<file path="config.mk">
export PLATFORM = sky130hd
export DESIGN_NAME = fetch_unit
export DESIGN_NICKNAME = d
export VERILOG_FILES = /design/src/rtl/cpu_pkg.sv /design/src/rtl/fetch_timeout_counter.sv /design/src/rtl/fetch_unit.sv
export SDC_FILE = /design/constraint.sdc
export NUM_CORES = 1
export LEC_CHECK = 0
export ABC_AREA = 1
export CAP_MARGIN = 20
export CORE_MARGIN = 5
export CORE_UTILIZATION = 35
export CTS_CLUSTER_SIZE = 10
export DETAILED_ROUTE_END_ITERATION = 10
export PLACE_DENSITY = 0.69
export SYNTH_ARGS = -nofsm -noshare
export SYNTH_HDL_FRONTEND = slang
export SYNTH_HIERARCHICAL = 1
export SYNTH_SLANG_ARGS = --single-unit
</file>
<file path="constraint.sdc">
create_clock -name clk -period 4.7 [get_ports clk]
set_input_delay 0.94 -clock clk [delete_from_list [all_inputs] [get_ports clk]]
set_output_delay 0.94 -clock clk [all_outputs]
set_load 0.02 [all_outputs]
</file>
<file path="src/rtl/cpu_pkg.sv">
// Shared definitions for the multi-cycle RV32IM core.
// Contents: fetch FSM state encoding, core phase constants,
// the canonical NOP word and the fetch fault cause codes.
package cpu_pkg;

    typedef enum logic [1:0] {
        FS_IDLE  = 2'd0,
        FS_REQ   = 2'd1,
        FS_DONE  = 2'd2,
        FS_FAULT = 2'd3
    } fetch_state_e;

    // Core phase as driven by the control unit.
    localparam logic STATE_FETCH   = 1'b0;
    localparam logic STATE_EXECUTE = 1'b1;

    // addi x0, x0, 0
    localparam logic [31:0] NOP_INSTR = 32'h0000_0013;

    localparam logic [1:0] CAUSE_NONE     = 2'd0;
    localparam logic [1:0] CAUSE_TIMEOUT  = 2'd1;
    localparam logic [1:0] CAUSE_MISALIGN = 2'd2;

endpackage

</file>
<file path="src/rtl/fetch_timeout_counter.sv">
// Wait-cycle counter for the fetch memory handshake.
// Ports:
//   clk, reset  - core clock, synchronous active-high reset
//   clear       - return count to zero (held while not requesting)
//   enable      - one request cycle elapsed without acknowledge
//   expired     - high in the TIMEOUT-th unacknowledged request cycle
// TIMEOUT = 0 disables expiry entirely.
module fetch_timeout_counter #(
    parameter int unsigned TIMEOUT = 255
) (
    input  logic clk,
    input  logic reset,
    input  logic clear,
    input  logic enable,
    output logic expired
);

    // Counts 0..TIMEOUT-1; expiry fires on the cycle that would make TIMEOUT.
    localparam int unsigned W    = (TIMEOUT > 1) ? $clog2(TIMEOUT) : 1;
    localparam int unsigned LAST = (TIMEOUT == 0) ? 0 : TIMEOUT - 1;

    logic [W-1:0] cnt;

    assign expired = (TIMEOUT != 0) && enable && (cnt == W'(LAST));

    always_ff @(posedge clk) begin
        if (reset || clear)
            cnt <= '0;
        else if (enable && !expired)
            cnt <= cnt + 1'b1;
    end

endmodule

</file>
<file path="src/rtl/fetch_unit.sv">
// Instruction fetch stage of the multi-cycle RV32IM core.
// Owns the PC, issues one read per FETCH phase over a req/ack handshake,
// hands the word to the instruction register, and advances the PC at the
// end of EXECUTE (sequential or redirect). Bus timeout and misaligned
// redirect raise a sticky fault that only reset clears.
// Ports:
//   clk, reset                    - core clock, synchronous active-high reset
//   state                         - core phase (0 FETCH, 1 EXECUTE)
//   exec_done, branch_taken,
//   branch_target                 - PC advance pulse and redirect info
//   mem_req, mem_addr             - read request (level) and word address
//   mem_ack, mem_rdata            - acknowledge and instruction word
//   instr, instr_valid            - fetched word and its one-cycle strobe
//   pc                            - address of the current instruction
//   fetch_fault, fault_cause      - sticky fault flag and its cause code
// RESET_PC must be word-aligned.
module fetch_unit
    import cpu_pkg::*;
#(
    parameter logic [31:0] RESET_PC = 32'h0000_0000,
    parameter int unsigned TIMEOUT  = 255
) (
    input  logic        clk,
    input  logic        reset,
    input  logic        state,
    input  logic        exec_done,
    input  logic        branch_taken,
    input  logic [31:0] branch_target,
    output logic        mem_req,
    output logic [31:0] mem_addr,
    input  logic        mem_ack,
    input  logic [31:0] mem_rdata,
    output logic [31:0] instr,
    output logic        instr_valid,
    output logic [31:0] pc,
    output logic        fetch_fault,
    output logic [1:0]  fault_cause
);

    fetch_state_e st, st_n;
    logic [31:0]  pc_n, instr_n;
    logic         req_n, valid_n, fault_n;
    logic [1:0]   cause_n;
    logic         cnt_clr, cnt_en, expired;

    // Counter runs only while a request is outstanding and unanswered.
    assign cnt_clr = (st != FS_REQ);
    assign cnt_en  = (st == FS_REQ) && !mem_ack;

    fetch_timeout_counter #(.TIMEOUT(TIMEOUT)) u_tmo (
        .clk     (clk),
        .reset   (reset),
        .clear   (cnt_clr),
        .enable  (cnt_en),
        .expired (expired)
    );

    assign mem_addr = pc;

    always_ff @(posedge clk) begin
        if (reset) begin
            st          <= FS_IDLE;
            pc          <= RESET_PC;
            mem_req     <= 1'b0;
            instr       <= NOP_INSTR;
            instr_valid <= 1'b0;
            fetch_fault <= 1'b0;
            fault_cause <= CAUSE_NONE;
        end else begin
            st          <= st_n;
            pc          <= pc_n;
            mem_req     <= req_n;
            instr       <= instr_n;
            instr_valid <= valid_n;
            fetch_fault <= fault_n;
            fault_cause <= cause_n;
        end
    end

    always_comb begin
        st_n    = st;
        pc_n    = pc;
        req_n   = mem_req;
        instr_n = instr;
        valid_n = 1'b0;
        fault_n = fetch_fault;
        cause_n = fault_cause;
        case (st)
            FS_IDLE: begin
                if (state == STATE_FETCH) begin
                    st_n  = FS_REQ;
                    req_n = 1'b1;
                end
            end
            // A phase change to EXECUTE here deliberately does not abort.
            FS_REQ: begin
                if (mem_ack) begin
                    instr_n = mem_rdata;
                    valid_n = 1'b1;
                    req_n   = 1'b0;
                    st_n    = FS_DONE;
                end else if (expired) begin
                    req_n   = 1'b0;
                    fault_n = 1'b1;
                    cause_n = CAUSE_TIMEOUT;
                    st_n    = FS_FAULT;
                end
            end
            FS_DONE: begin
                if (exec_done) begin
                    if (branch_taken) begin
                        if (branch_target[1:0] != 2'b00) begin
                            // PC stays on the instruction that redirected.
                            fault_n = 1'b1;
                            cause_n = CAUSE_MISALIGN;
                            st_n    = FS_FAULT;
                        end else begin
                            pc_n = branch_target;
                            st_n = FS_IDLE;
                        end
                    end else begin
                        pc_n = pc + 32'd4;
                        st_n = FS_IDLE;
                    end
                end
            end
            FS_FAULT: begin
                req_n   = 1'b0;
                fault_n = 1'b1;
            end
            default: st_n = FS_IDLE;
        endcase
    end

endmodule

</file>
Yosys cells after proc, flatten, opt, wreduce, memory -nomap -nowiden
Cells that the tools add are included.
{ "word_totals": {"in_bits": 70, "register_bits": 79, "out_inout_bits": 101, "wordCells": 69} }
{ "op_classes": {"reduce_logical": 19, "add_sub_neg": 2, "n_bitwise": 1, "n_eq_ne": 13, "mux": 26} }
{ "ops": {"columns": ["op", "count"], "rows": [
  ["2-to-1 mux 32 bit", 2],
  ["adder 32 x 3 -> 32 bit (second input constant)", 1],
  ["2-to-1 mux 2 bit", 11],
  ["inequality test 2 bit (second input constant)", 6],
  ["AND reduction 6 bit", 2],
  ["2-to-1 mux 1 bit", 9],
  ["nonzero test 3 bit", 3],
  ["adder 8 x 1 -> 8 bit (second input constant)", 1],
  ["== test 8 bit (second input constant)", 1],
  ["case mux 1 bit (3 select lines)", 2],
  ["case mux 2 bit (3 select lines)", 1],
  ["AND reduction 3 bit", 2],
  ["== test 2 bit (second input constant)", 2],
  ["inequality test 2 x 1 -> 1 bit (second input constant)", 2],
  ["case mux 2 bit (2 select lines)", 1],
  ["AND reduction 4 bit", 1],
  ["nonzero test 2 bit", 2],
  ["logical AND 1 bit", 3],
  ["inequality test 3 x 2 -> 1 bit (second input constant)", 1],
  ["== test 2 x 1 -> 1 bit (second input constant)", 1],
  ["logical NOT 1 bit", 2],
  ["logical NOT 2 bit", 1],
  ["AND reduction 2 bit", 1],
  ["OR reduction 2 bit", 1],
  ["other kinds (2)", 2]
]} }

Longest topological paths before layout
Gate-level depths: netlist (run 1).
{ "logic_depth": {"ltp_word": 6, "mapped_depth": 12, "mapped_depth_nobuf": 12} }

By module
The synthesis (run 1) kept the hierarchy.
{ "modules_own_cells": {"columns": ["module", "instances", "seq_area_each_um2", "cells_per_inst", "area_per_inst_um2"], "rows": [
  ["fetch_unit", 1, 1421.4, 639, 4136.5],
  ["fetch_timeout_counter", 1, 160.2, 70, 481.7]
]} }

Worst setup path after synthesis (run 1)
Ideal clock, no wire load.
{ "synth_timing": {"path_kind": "input port to flip-flop", "start": "input port mem_ack", "end": "register fault_cause[0]", "t_required_ns": 4.630, "cell_stages": 9, "setup_time_ns": 0.070, "path_buffers": 0, "path_slack_ns": 2.546, "arrival_ns": 2.084, "path_cell_list": "nor2_1 > inv_1 > nor2_1 > o21ai_0 > nor2_1 > nand2_1 > nor2_1 > o21ai_0 > a21oi_1"} }
{ "synth_between": {"elab_chain_len": 5, "word_cells_on_any_way": 6, "cone_classes": "eq/ne (2); reduce/logical (4)"} }
{ "synth_rtl": {"columns": ["item", "line_no", "text"], "rows": [
  ["from (decl)", "fetch_unit.sv:31", "input logic mem_ack,"],
  ["logical NOT 1 bit", "fetch_unit.sv:48", "assign cnt_en = (st == FS_REQ) && !mem_ack;"],
  ["logical AND 1 bit", "fetch_unit.sv:48", null],
  ["logical AND 1 bit", "fetch_timeout_counter.sv:24", "assign expired = (TIMEOUT != 0) && enable && (cnt == W'(LAST));"],
  ["net expired", "fetch_unit.sv:44", "logic cnt_clr, cnt_en, expired;"],
  ["inequality test 2 x 1 -> 1 bit (no source line)", null, null],
  ["AND reduction 6 bit (no source line)", null, null],
  ["to (signal assigned)", "fetch_unit.sv:76", "fault_cause <= cause_n;"],
  ["to (decl)", "fetch_unit.sv:37", "output logic [1:0] fault_cause"]
]} }
The timed path passes the listed nets, and every way through them passes these cells.
A chain may end at the register's enable or synchronous reset.

Worst setup path in the final report (run 1)
{ "layout_timing": {"start": "input port branch_taken", "end": "register pc[8] (netlist: mem_addr[8])"} }
{ "layout_between": {"elab_chain_len": 2, "word_cells_on_any_way": 3, "cone_classes": "eq/ne (1); mux (1); reduce/logical (1)"} }
{ "layout_rtl": {"columns": ["item", "line_no", "text"], "rows": [
  ["from (decl)", "fetch_unit.sv:27", "input logic branch_taken,"],
  ["inequality test 2 bit (no source line)", null, null],
  ["AND reduction 3 bit (no source line)", null, null],
  ["to (signal assigned)", "fetch_unit.sv:71", "pc <= pc_n;"],
  ["to (decl)", "fetch_unit.sv:35", "output logic [31:0] pc,"]
]} }
Parallel ways exist; a longest one is shown, timed or not.

==> reports/metrics.yaml, run 1 <==
run_status:
  status: "completed"
drt:
  drt-total-wl_mm: 13.1
  drt_pass1_iterations: 5
  drt-initial-drc-count: 325
  ant_nets: 0
  num_vias: 4694
  route.detailed.drc: 0
  wl_per_cell_um: 12.9
  via_per_inst: 4.62
die:
  start_util_pct: 35.3
  row_count: 42
  die_w_um: 125
  design.core.area_um2: 13100
  ios: 171
  dieArea_um2: 15600
  die_h_um: 125
timing:
  setup_viol: 0
  relSlewSlack_pct: 31.9
  rsz0062_at_grt: "no"
  fin_setup_tns_ns: 0
  hold_viol: 0
  final_max_slew_viol_count: 0
  worstMarginPinSlew_ns: 1.02
  fin_crit_ns: 2.74
  fin_worst_skew_ns: 0.00683
  fmax_ghz: 0.365
  fin_crit_sh_pct: 58.3
cells_and_area:
  fin_cells: 1016
  num-nets-final: 914
  final_core_util_pct: 49.8
  area_growth_pct: 41.1
  n_fill_cell: 1302
  antenna_cells: 0
  drive_gt1_share_pct: 8.45
  fin_area_um2: 6520
power_and_ir_drop:
  report.power.total_uw: 2370
  p_comb_share_pct: 34.0
  swShare_pct: 34.5
  p_sw_uw: 818
  seq_power_share_pct: 35.6
  p_clk_share_pct: 30.4
  p_int_uw: 1550
  power_density_nw_per_um2: 364
  ir_worst_vdd_v: 0.000347
  p_leak_uw: 0.00236
setup_path:
  crit_required_ns: 4.91
  cp_num_buf_inv: 4
  crit_family: "buffers and inverters"
  start_kind: "primary input"
  criticalPathCategory: "in2reg"
  worstPathArrival_ns: 2.95
  end_kind: "register"
  worstPathMaxFanout: 34
  crit_path_cell_trace: "clkdlybuf4s50_1 > buf_4 > inv_2 > a21oi_2 > nor2_4 > inv_2 > o21ai_0 > a21oi_1"
  crit_path_top_delay_cell: "nor2_4"
  cpMostUsedCell: "inv_2"
  slowest_delay_ns: 0.49
synth:
  synth_common_cells: "nand2_1, nor2_1, dfxtp_1"
  synth_most_common_cell: "nand2_1"
  synth_nets: 788
  ys_ff_latch: 79
  ys_async_sr_fraction_pct: 0
  syn_inst: 709
  ys_top_cells_by_area: "dfxtp_1, nand2_1, nor2_1"
  yosysSeqAreaShare_pct: 34.2
  synth_edf_count: 0
  yosys_most_used_dff: "dfxtp_1"
  synth-warning-count: 6
  yosysTopAreaCellShare_pct: 34.2
  synth_top_area_cell: "dfxtp_1"
  synth.cell_area_um2: 4620
  yosysUniqueCellTypes: 32
  avgSynthCellArea_um2: 6.51
global_routing:
  use_met2_pct: 28.3
  grt.busiest_layer: "met2"
  grt_first_pass_wirelength_mm: 21.3
  grt_usage_pct: 16.5
  grt_max_degree: 40
  grt_antenna_before_repair: 1
  grtUsageMet1_pct: 18.7
  overflow: 0
  grt_pass1_vias: 4354
  grt_util_met3_pct: 7.08
place:
  place_area_um2: 6210
  dp_cells: 1000
  gp_congestion: 0.852
  post-dp-hpwl_mm: 9.72
  portBuffers: 170
flow_run:
  cap_violations: 0
clocking:
  cts.clk_slew.worst_paths_ns: 0.06
  cts-buffers-inserted: 9
  postCtsHoldBufs: 0
  cts_tree: "yes"
  clk_path_buf_depth: 2
  root_buffer: "clkbuf_16"
  cts_resized: 0
  clkSinkCount: 79
  clock_latency_ns: 0.34
  ctsHtreeMaxLevel: 3
  postCtsSetupBuffers: 0
hold_path:
  hold_path_class: "reg2reg"
-- power by group through the flow --
| stage | clock, uW | sequential (uW) | combinational [uW] |
|---|---|---|---|
| 2_1_floorplan | 0 | 960 | 380 |
| 3_3_place_gp | 0 | 857 | 811 |
| 3_5_place_dp | 0 | 861 | 812 |
| 4_1_cts | 742 | 846 | 818 |
| 5_1_grt | 770 | 861 | 895 |
| 6_report | 721 | 845 | 807 |
-- cell families (layout without fill, tap and decap cells) --
| group | count (synthesis) | after routing | synth area share (%) |
|---|---|---|---|
| XOR/XNOR | 4 | 4 | 0.759 |
| AND/OR/NAND/NOR | 396 | 396 | 38.0 |
| buffers and inverters | 112 | 243 | 12.2 |
| flip-flops | 79 | 79 | 34.2 |
| AO/OA/AOI/OAI | 109 | 109 | 12.4 |
| adder cells (fa/ha/maj) | 9 | 9 | 2.44 |
-- through the flow --
step,setup slack (ns),hold slack [ns]
6_report,1.96,0.464
5_1_grt,1.76,0.505
4_1_cts,2.00,0.475
3_5_place_dp,1.64,0.467
3_3_place_gp,1.70,0.453
2_1_floorplan,2.55,0.480
-- flip-flops by register name, summed over array words and instances (netlist names) --
signal,count
instr,32
fetch_fault,1
st,2
u_tmo/cnt,8
fault_cause,2
mem_addr,32
mem_req,1
instr_valid,1
-- routing by layer --
layer	vias up	part of all wire, %
li1	2453	-
met1	2072	41
met2	151	47
met3	16	9.6
met4	2	1.7
met5	-	0.084
-- worst paths after layout --
kind	start	to	slack, ns	depth (start not counted)
worst max-delay path	branch_taken	mem_addr[8]$_SDFFE_PP0P_	1.96	8
worst min-delay path	mem_req$_SDFFE_PP0P_	mem_req$_SDFFE_PP0P_	0.46	2
worst min register to register	mem_req$_SDFFE_PP0P_	mem_req$_SDFFE_PP0P_	0.46	2
worst max register to register	st[1]$_SDFFE_PP0P_	fault_cause[0]$_SDFFE_PP0P_	2.39	12
-- layout by cell type (no fill, tap or decap), drive strengths merged, types with 2 or more instances in the layout --
| cell | count |
|---|---|
| nand4 | 3 |
| ha | 9 |
| clkdlybuf4s50 | 170 |
| o21ai | 64 |
| dfxtp | 79 |
| clkinvlp | 2 |
| nand3 | 40 |
| clkbuf | 10 |
| xnor2 | 2 |
| and2 | 2 |
| xor2 | 2 |
| nor3 | 5 |
| nand2 | 190 |
| buf | 4 |
| a21oi | 41 |
| inv | 55 |
| nor2 | 155 |
-- tightest hold or removal path, stage by stage (launching register included) --
cell and delay, ns:
dfxtp_1 0.31, nand2_1 0.06, a21oi_1 0.05
-- area by class of cell --
type | count | area (um2) | share of cell area, %
multi-input cells | 518 | 2470 | 38.0
flip-flops and latches | 79 | 1580 | 24.3
well taps | 176 | 220 | 3.38
inverters | 53 | 201 | 3.09
clock inverters | 6 | 67.6 | 1.04
clock buffers | 10 | 239 | 3.67
repair buffers | 174 | 1730 | 26.6
No activity file was read; power rests on OpenSTA's default activity.
==> inputs of run 2 (changes only) <==
==> constraint.sdc (replaced) <==
create_clock -name clk -period 2.79 [get_ports clk]
set_input_delay 0.558 -clock clk [delete_from_list [all_inputs] [get_ports clk]]
set_output_delay 0.558 -clock clk [all_outputs]
set_load 0.02 [all_outputs]
==> reports/metrics.yaml, run 2 (synthesis gave the netlist of run 1 again) <==
drt:
  drt_pass1_iterations: 5  # unchanged
  num_vias: 4640  # -1.2%
  wl_per_cell_um: 12.9  # about the same
  drt-total-wl_mm: 13.1  # +0.37%
  route.detailed.drc: 0  # unchanged
  drt-initial-drc-count: 244  # -25%
  ant_nets: 0  # unchanged
  via_per_inst: 4.55  # -1.5%
clocking:
  postCtsSetupBuffers: 0  # unchanged
  ctsHtreeMaxLevel: 3  # unchanged
  postCtsHoldBufs: 0  # unchanged
  cts-buffers-inserted: 9  # unchanged
  clkSinkCount: 79  # unchanged
  clock_latency_ns: 0.34  # about the same
  cts.clk_slew.worst_paths_ns: 0.06  # about the same
  cts_tree: "yes"
  clk_path_buf_depth: 2  # unchanged
  root_buffer: "clkbuf_16"
  cts_resized: 0  # unchanged
cells_and_area:
  final_cell_mix: "nand2_1, clkdlybuf4s50_1, nor2_1"
  num-nets-final: 918  # +0.44%
  drive_gt1_share_pct: 8.89  # +0.43 points
  fin_area_um2: 6570  # +0.84%
  final_core_util_pct: 50.2  # +0.42 points
  final_common_cell: "nand2_1"
  area_growth_pct: 42.3
  antenna_cells: 0  # unchanged
hold_path:
  min_to: "instr[0]$_SDFFE_PP1P_"
  whs_path_depth: 2  # unchanged
  hold_path_class: "reg2reg"
  holdCritStartpoint: "instr[0]$_SDFFE_PP1P_"
place:
  post-dp-hpwl_mm: 9.82  # +1.0%
  gp_congestion: 0.833  # -2.1%
  place_area_um2: 6240  # +0.48%
  post-place-ws_ns: 0.651  # -0.988 ns
  portBuffers: 170  # unchanged
timing:
  fin_crit_sh_pct: 73.5
  hold_viol: 0  # unchanged
  relSlewSlack_pct: 68.6  # +37 points
  setup_slack_ns: 0.739  # -1.22 ns
  worstMarginPinSlew_ns: 0.470  # -0.551 ns
  setup_viol: 0  # unchanged
  final_max_slew_viol_count: 0  # unchanged
  fin_setup_tns_ns: 0  # unchanged
  fin_worst_skew_ns: 0.00519  # -0.00165 ns
  rsz0062_at_grt: "no"
  fmax_ghz: 0.488
  fin_crit_ns: 2.05
global_routing:
  grt_antenna_before_repair: 0  # -1
  grt_max_degree: 40  # unchanged
  grt_pass1_vias: 4479  # +2.9%
  grt_usage_pct: 16.9  # +0.35 points
  overflow: 0  # unchanged
  grt_first_pass_wirelength_mm: 21.8  # +2.2%
setup_path:
  end_kind: "output port"
  rr_endpoint: "st[1]$_SDFFE_PP0P_"
  cp_num_cells: 1  # -7
  crit_path_top_delay_cell: "clkdlybuf4s50_1"
  r2r_start: "st[1]$_SDFFE_PP0P_"
  worstPathArrival_ns: 1.49  # -1.46 ns
  slowest_delay_ns: 0.71  # +0.22 ns
  crit_path_cell_trace: "clkdlybuf4s50_1"
  crit_family: "buffers and inverters"
  crit_required_ns: 2.23  # -2.68 ns
  criticalPathCategory: "reg2out"
  r2r_cells: 11  # -1
  regToRegSetupSlack_ns: 0.87  # -1.52 ns
  cp_num_buf_inv: 1  # -3
  worstPathMaxFanout: 7  # -79%
  start_kind: "register"
die:
  dieArea_um2: 15600  # unchanged
  design.core.area_um2: 13100  # unchanged
  start_util_pct: 35.3  # unchanged
  die_h_um: 125  # unchanged
  row_count: 42  # unchanged
  ios: 171  # unchanged
  die_w_um: 125  # unchanged
run_status:
  status: "completed"
power_and_ir_drop:
  report.power.total_uw: 4120  # +74%
  power_density_nw_per_um2: 627  # +72%
  p_leak_uw: 0.00239  # +1.3%
  ir_worst_vdd_v: 0.000393  # +13%
flow_run:
  cap_violations: 0  # unchanged
run 2: changes by cell type in the layout (fill, tap and decap cells not counted):
cell | previous run | this run
buf_4 | 4 | 8
bufinv_16 | 1 | 2
clkinv_2 | 1 | 0
clkinv_4 | 0 | 1
inv_6 | 2 | 1
run 2: report_power, final:
part / total (uW) / internal (uW) / switching [uW] / leakage (uW)
registers: 1420 / 1300 / 125 / 0.000642
logic: 1370 / 608 / 767 / 0.00159
clock network: 1320 / 813 / 509 / 0.000155
run 2: layout make-up:
type                    count  area (um2)
clock inverters             6        92.6
multi-input cells         518        2470
repair buffers            178        1760
flip-flops and latches     79        1580
well taps                 176         220
inverters                  53         201
fillers                  1288        6510
clock buffers              10         239
run 2: worst max path at each step:
stage                                   from                          end  slack (ns)
floorplan                 st[1]$_SDFFE_PP0P_  fault_cause[0]$_SDFFE_PP0P_        0.90
global placement                     mem_ack           st[1]$_SDFFE_PP0P_        0.68
detailed placement                   mem_ack           st[1]$_SDFFE_PP0P_        0.65
CTS                 mem_addr[2]$_SDFFE_PP0P_                        pc[2]        0.69
global route              st[1]$_SDFFE_PP0P_  fault_cause[0]$_SDFFE_PP0P_        0.43
finish              mem_addr[2]$_SDFFE_PP0P_                        pc[2]        0.74
run 2: metrics by stage:
step	hold slack, ns	cells
after floorplan	0.480	709
after detailed placement	0.462	1004
after global routing	0.504	1020
after CTS	0.477	1020
final	0.475	1020
after global placement	0.454	1004
run 2: routing by layer:
metal | GRT usage [%] | part of all wire [%] | vias up
met5 | 0 | 0 | -
met4 | 5.68 | 1.9 | 0
met3 | 5.79 | 9.1 | 17
met2 | 29.0 | 47 | 146
met1 | 19.5 | 42 | 2008
li1 | - | - | 2469
==> inputs of run 3 (changes only) <==
==> constraint.sdc (replaced) <==
create_clock -name clk -period 1.9 [get_ports clk]
set_input_delay 0.38 -clock clk [delete_from_list [all_inputs] [get_ports clk]]
set_output_delay 0.38 -clock clk [all_outputs]
set_load 0.02 [all_outputs]
==> reports/metrics.yaml, run 3 (synthesis gave the netlist of run 1 again) <==
flow_run:
  cap_violations: 0  # unchanged
place:
  post-place-ws_ns: 0.00237  # -0.649 ns
  gp_congestion: 0.859  # +3.1%
  portBuffers: 170  # unchanged
  post-dp-hpwl_mm: 10.1  # +2.5%
global_routing:
  grt_first_pass_wirelength_mm: 21.6  # -0.63%
  grt_pass1_vias: 4589  # +2.5%
  grt_max_degree: 38  # -5.0%
  grt_usage_pct: 16.8  # -0.073 points
  grt_antenna_before_repair: 0  # unchanged
  overflow: 0  # unchanged
cells_and_area:
  area_growth_pct: 45.5
  drive_gt1_share_pct: 10.2  # +1.3 points
  final_cell_mix: "nand2_1, clkdlybuf4s50_1, nor2_1"
  num-nets-final: 928  # +1.1%
  final_common_cell: "nand2_1"
  antenna_cells: 0  # unchanged
timing:
  fin_crit_sh_pct: 98.4
  fin_crit_ns: 1.87
  hold_viol: 0  # unchanged
  worstMarginPinSlew_ns: 0.376  # -0.0938 ns
  setup_viol: 0  # unchanged
  relSlewSlack_pct: 74.9  # +6.3 points
  setup_slack_ns: 0.0296  # -0.710 ns
  fmax_ghz: 0.535
  rsz0062_at_grt: "no"
  fin_setup_tns_ns: 0  # unchanged
  final_max_slew_viol_count: 0  # unchanged
  fin_worst_skew_ns: 0.00695  # +0.00177 ns
drt:
  route.detailed.drc: 0  # unchanged
  wl_per_cell_um: 12.9  # +0.17%
  drt_pass1_iterations: 4  # -1
  num_vias: 4748  # +2.3%
  ant_nets: 0  # unchanged
  drt-total-wl_mm: 13.3  # +1.1%
  via_per_inst: 4.61  # +1.3%
  drt-initial-drc-count: 304  # +25%
die:
  ios: 171  # unchanged
  start_util_pct: 35.3  # unchanged
  die_h_um: 125  # unchanged
  design.core.area_um2: 13100  # unchanged
  dieArea_um2: 15600  # unchanged
  row_count: 42  # unchanged
  die_w_um: 125  # unchanged
hold_path:
  hold_path_class: "reg2reg"
  whs_path_depth: 2  # unchanged
setup_path:
  cp_num_cells: 1  # unchanged
  criticalPathCategory: "reg2out"
  crit_path_top_delay_cell: "clkdlybuf4s50_1"
  crit_path_cell_trace: "clkdlybuf4s50_1"
  worstPathArrival_ns: 1.49  # about the same
  regToRegSetupSlack_ns: 0.17  # -0.70 ns
  r2r_cells: 10  # -1
  slowest_delay_ns: 0.67  # -0.04 ns
  cp_num_buf_inv: 1  # unchanged
  end_kind: "output port"
  worstPathMaxFanout: 6  # -1
  crit_family: "buffers and inverters"
  crit_required_ns: 1.52  # -0.71 ns
  start_kind: "register"
run_status:
  status: "completed"
clocking:
  clock_latency_ns: 0.34  # about the same
  cts.clk_slew.worst_paths_ns: 0.06  # about the same
  postCtsSetupBuffers: 0  # unchanged
  postCtsHoldBufs: 0  # unchanged
  cts_tree: "yes"
  cts-buffers-inserted: 9  # unchanged
  clkSinkCount: 79  # unchanged
  ctsHtreeMaxLevel: 3  # unchanged
  root_buffer: "clkbuf_16"
  clk_path_buf_depth: 2  # unchanged
power_and_ir_drop:
  p_leak_uw: 0.00275  # +15%
  swShare_pct: 34.8  # +0.81 points
  power_density_nw_per_um2: 877  # +40%
  seq_power_share_pct: 35.6  # +1.0 points
  ir_worst_vdd_v: 0.000710  # +81%
  p_sw_uw: 2050  # +46%
  p_comb_share_pct: 36.6  # +3.2 points
  p_clk_share_pct: 27.9  # -4.2 points
  p_int_uw: 3840  # +41%
==> run 3: layer usage <==
metal	vias up	part of all wire, %	track usage, %
met5	-	0	0
met4	0	1.4	5.17
met3	14	9.0	6.73
met2	154	48	28.8
met1	2092	42	19.1
li1	2488	-	-
==> run 3: area by class of cell <==
class / instances / area (um2)
Inverter: 53 / 201
Fill cell: 1289 / 6370
Multi-Input combinational cell: 518 / 2480
Timing Repair Buffer: 188 / 1950
Sequential cell: 79 / 1580
Clock buffer: 11 / 243
Tap cell: 176 / 220
Clock inverter: 5 / 40.0
==> run 3: power groups by stage <==
stage	Sequential [uW]	Clock, uW	Combinational, uW
after global routing	2130	1770	2390
final	2100	1640	2150
after global placement	2120	0	2160
after floorplan	2380	0	940
after detailed placement	2130	0	2160
after CTS	2100	1700	2160
==> run 3: path summary, 6_finish.rpt <==
check / start / endpoint
max reg2reg: mem_addr[3]$_SDFFE_PP0P_ / mem_addr[30]$_SDFFE_PP0P_
min reg2reg: mem_req$_SDFFE_PP0P_ / mem_req$_SDFFE_PP0P_
min: mem_req$_SDFFE_PP0P_ / mem_req$_SDFFE_PP0P_
max: mem_addr[6]$_SDFFE_PP0P_ / pc[6]
==> run 3: timing repair <==
action                     CTS  global route
hold endpoints to repair     0             0
gates resized for setup      1            20
pin swaps                    0             2
gates cloned                 0             0
setup endpoints to repair    1            21
==> run 3: stage by stage <==
| stage | std cells | power [uW] | area [um2] | hold slack, ns | util (%) |
|---|---|---|---|---|---|
| final | 1030 | 5890 | 6720 | 0.460 | 51.3 |
| after global routing | 1030 | 6290 | 6720 | 0.486 | 51.3 |
| after CTS | 1030 | 5970 | 6670 | 0.467 | 51.0 |
| after detailed placement | 1014 | 4290 | 6390 | 0.458 | 48.8 |
| after global placement | 1014 | 4280 | 6390 | 0.454 | 48.8 |
| after floorplan | 709 | 3320 | 4620 | 0.480 | - |
==> run 3: tightest hold or removal path, delay by kind of cell (launching register included) <==
kind	cells	cell delay [ns]
AO/OA/AOI/OAI	1	0.05
flip-flops	1	0.31
AND/OR/NAND/NOR	1	0.06
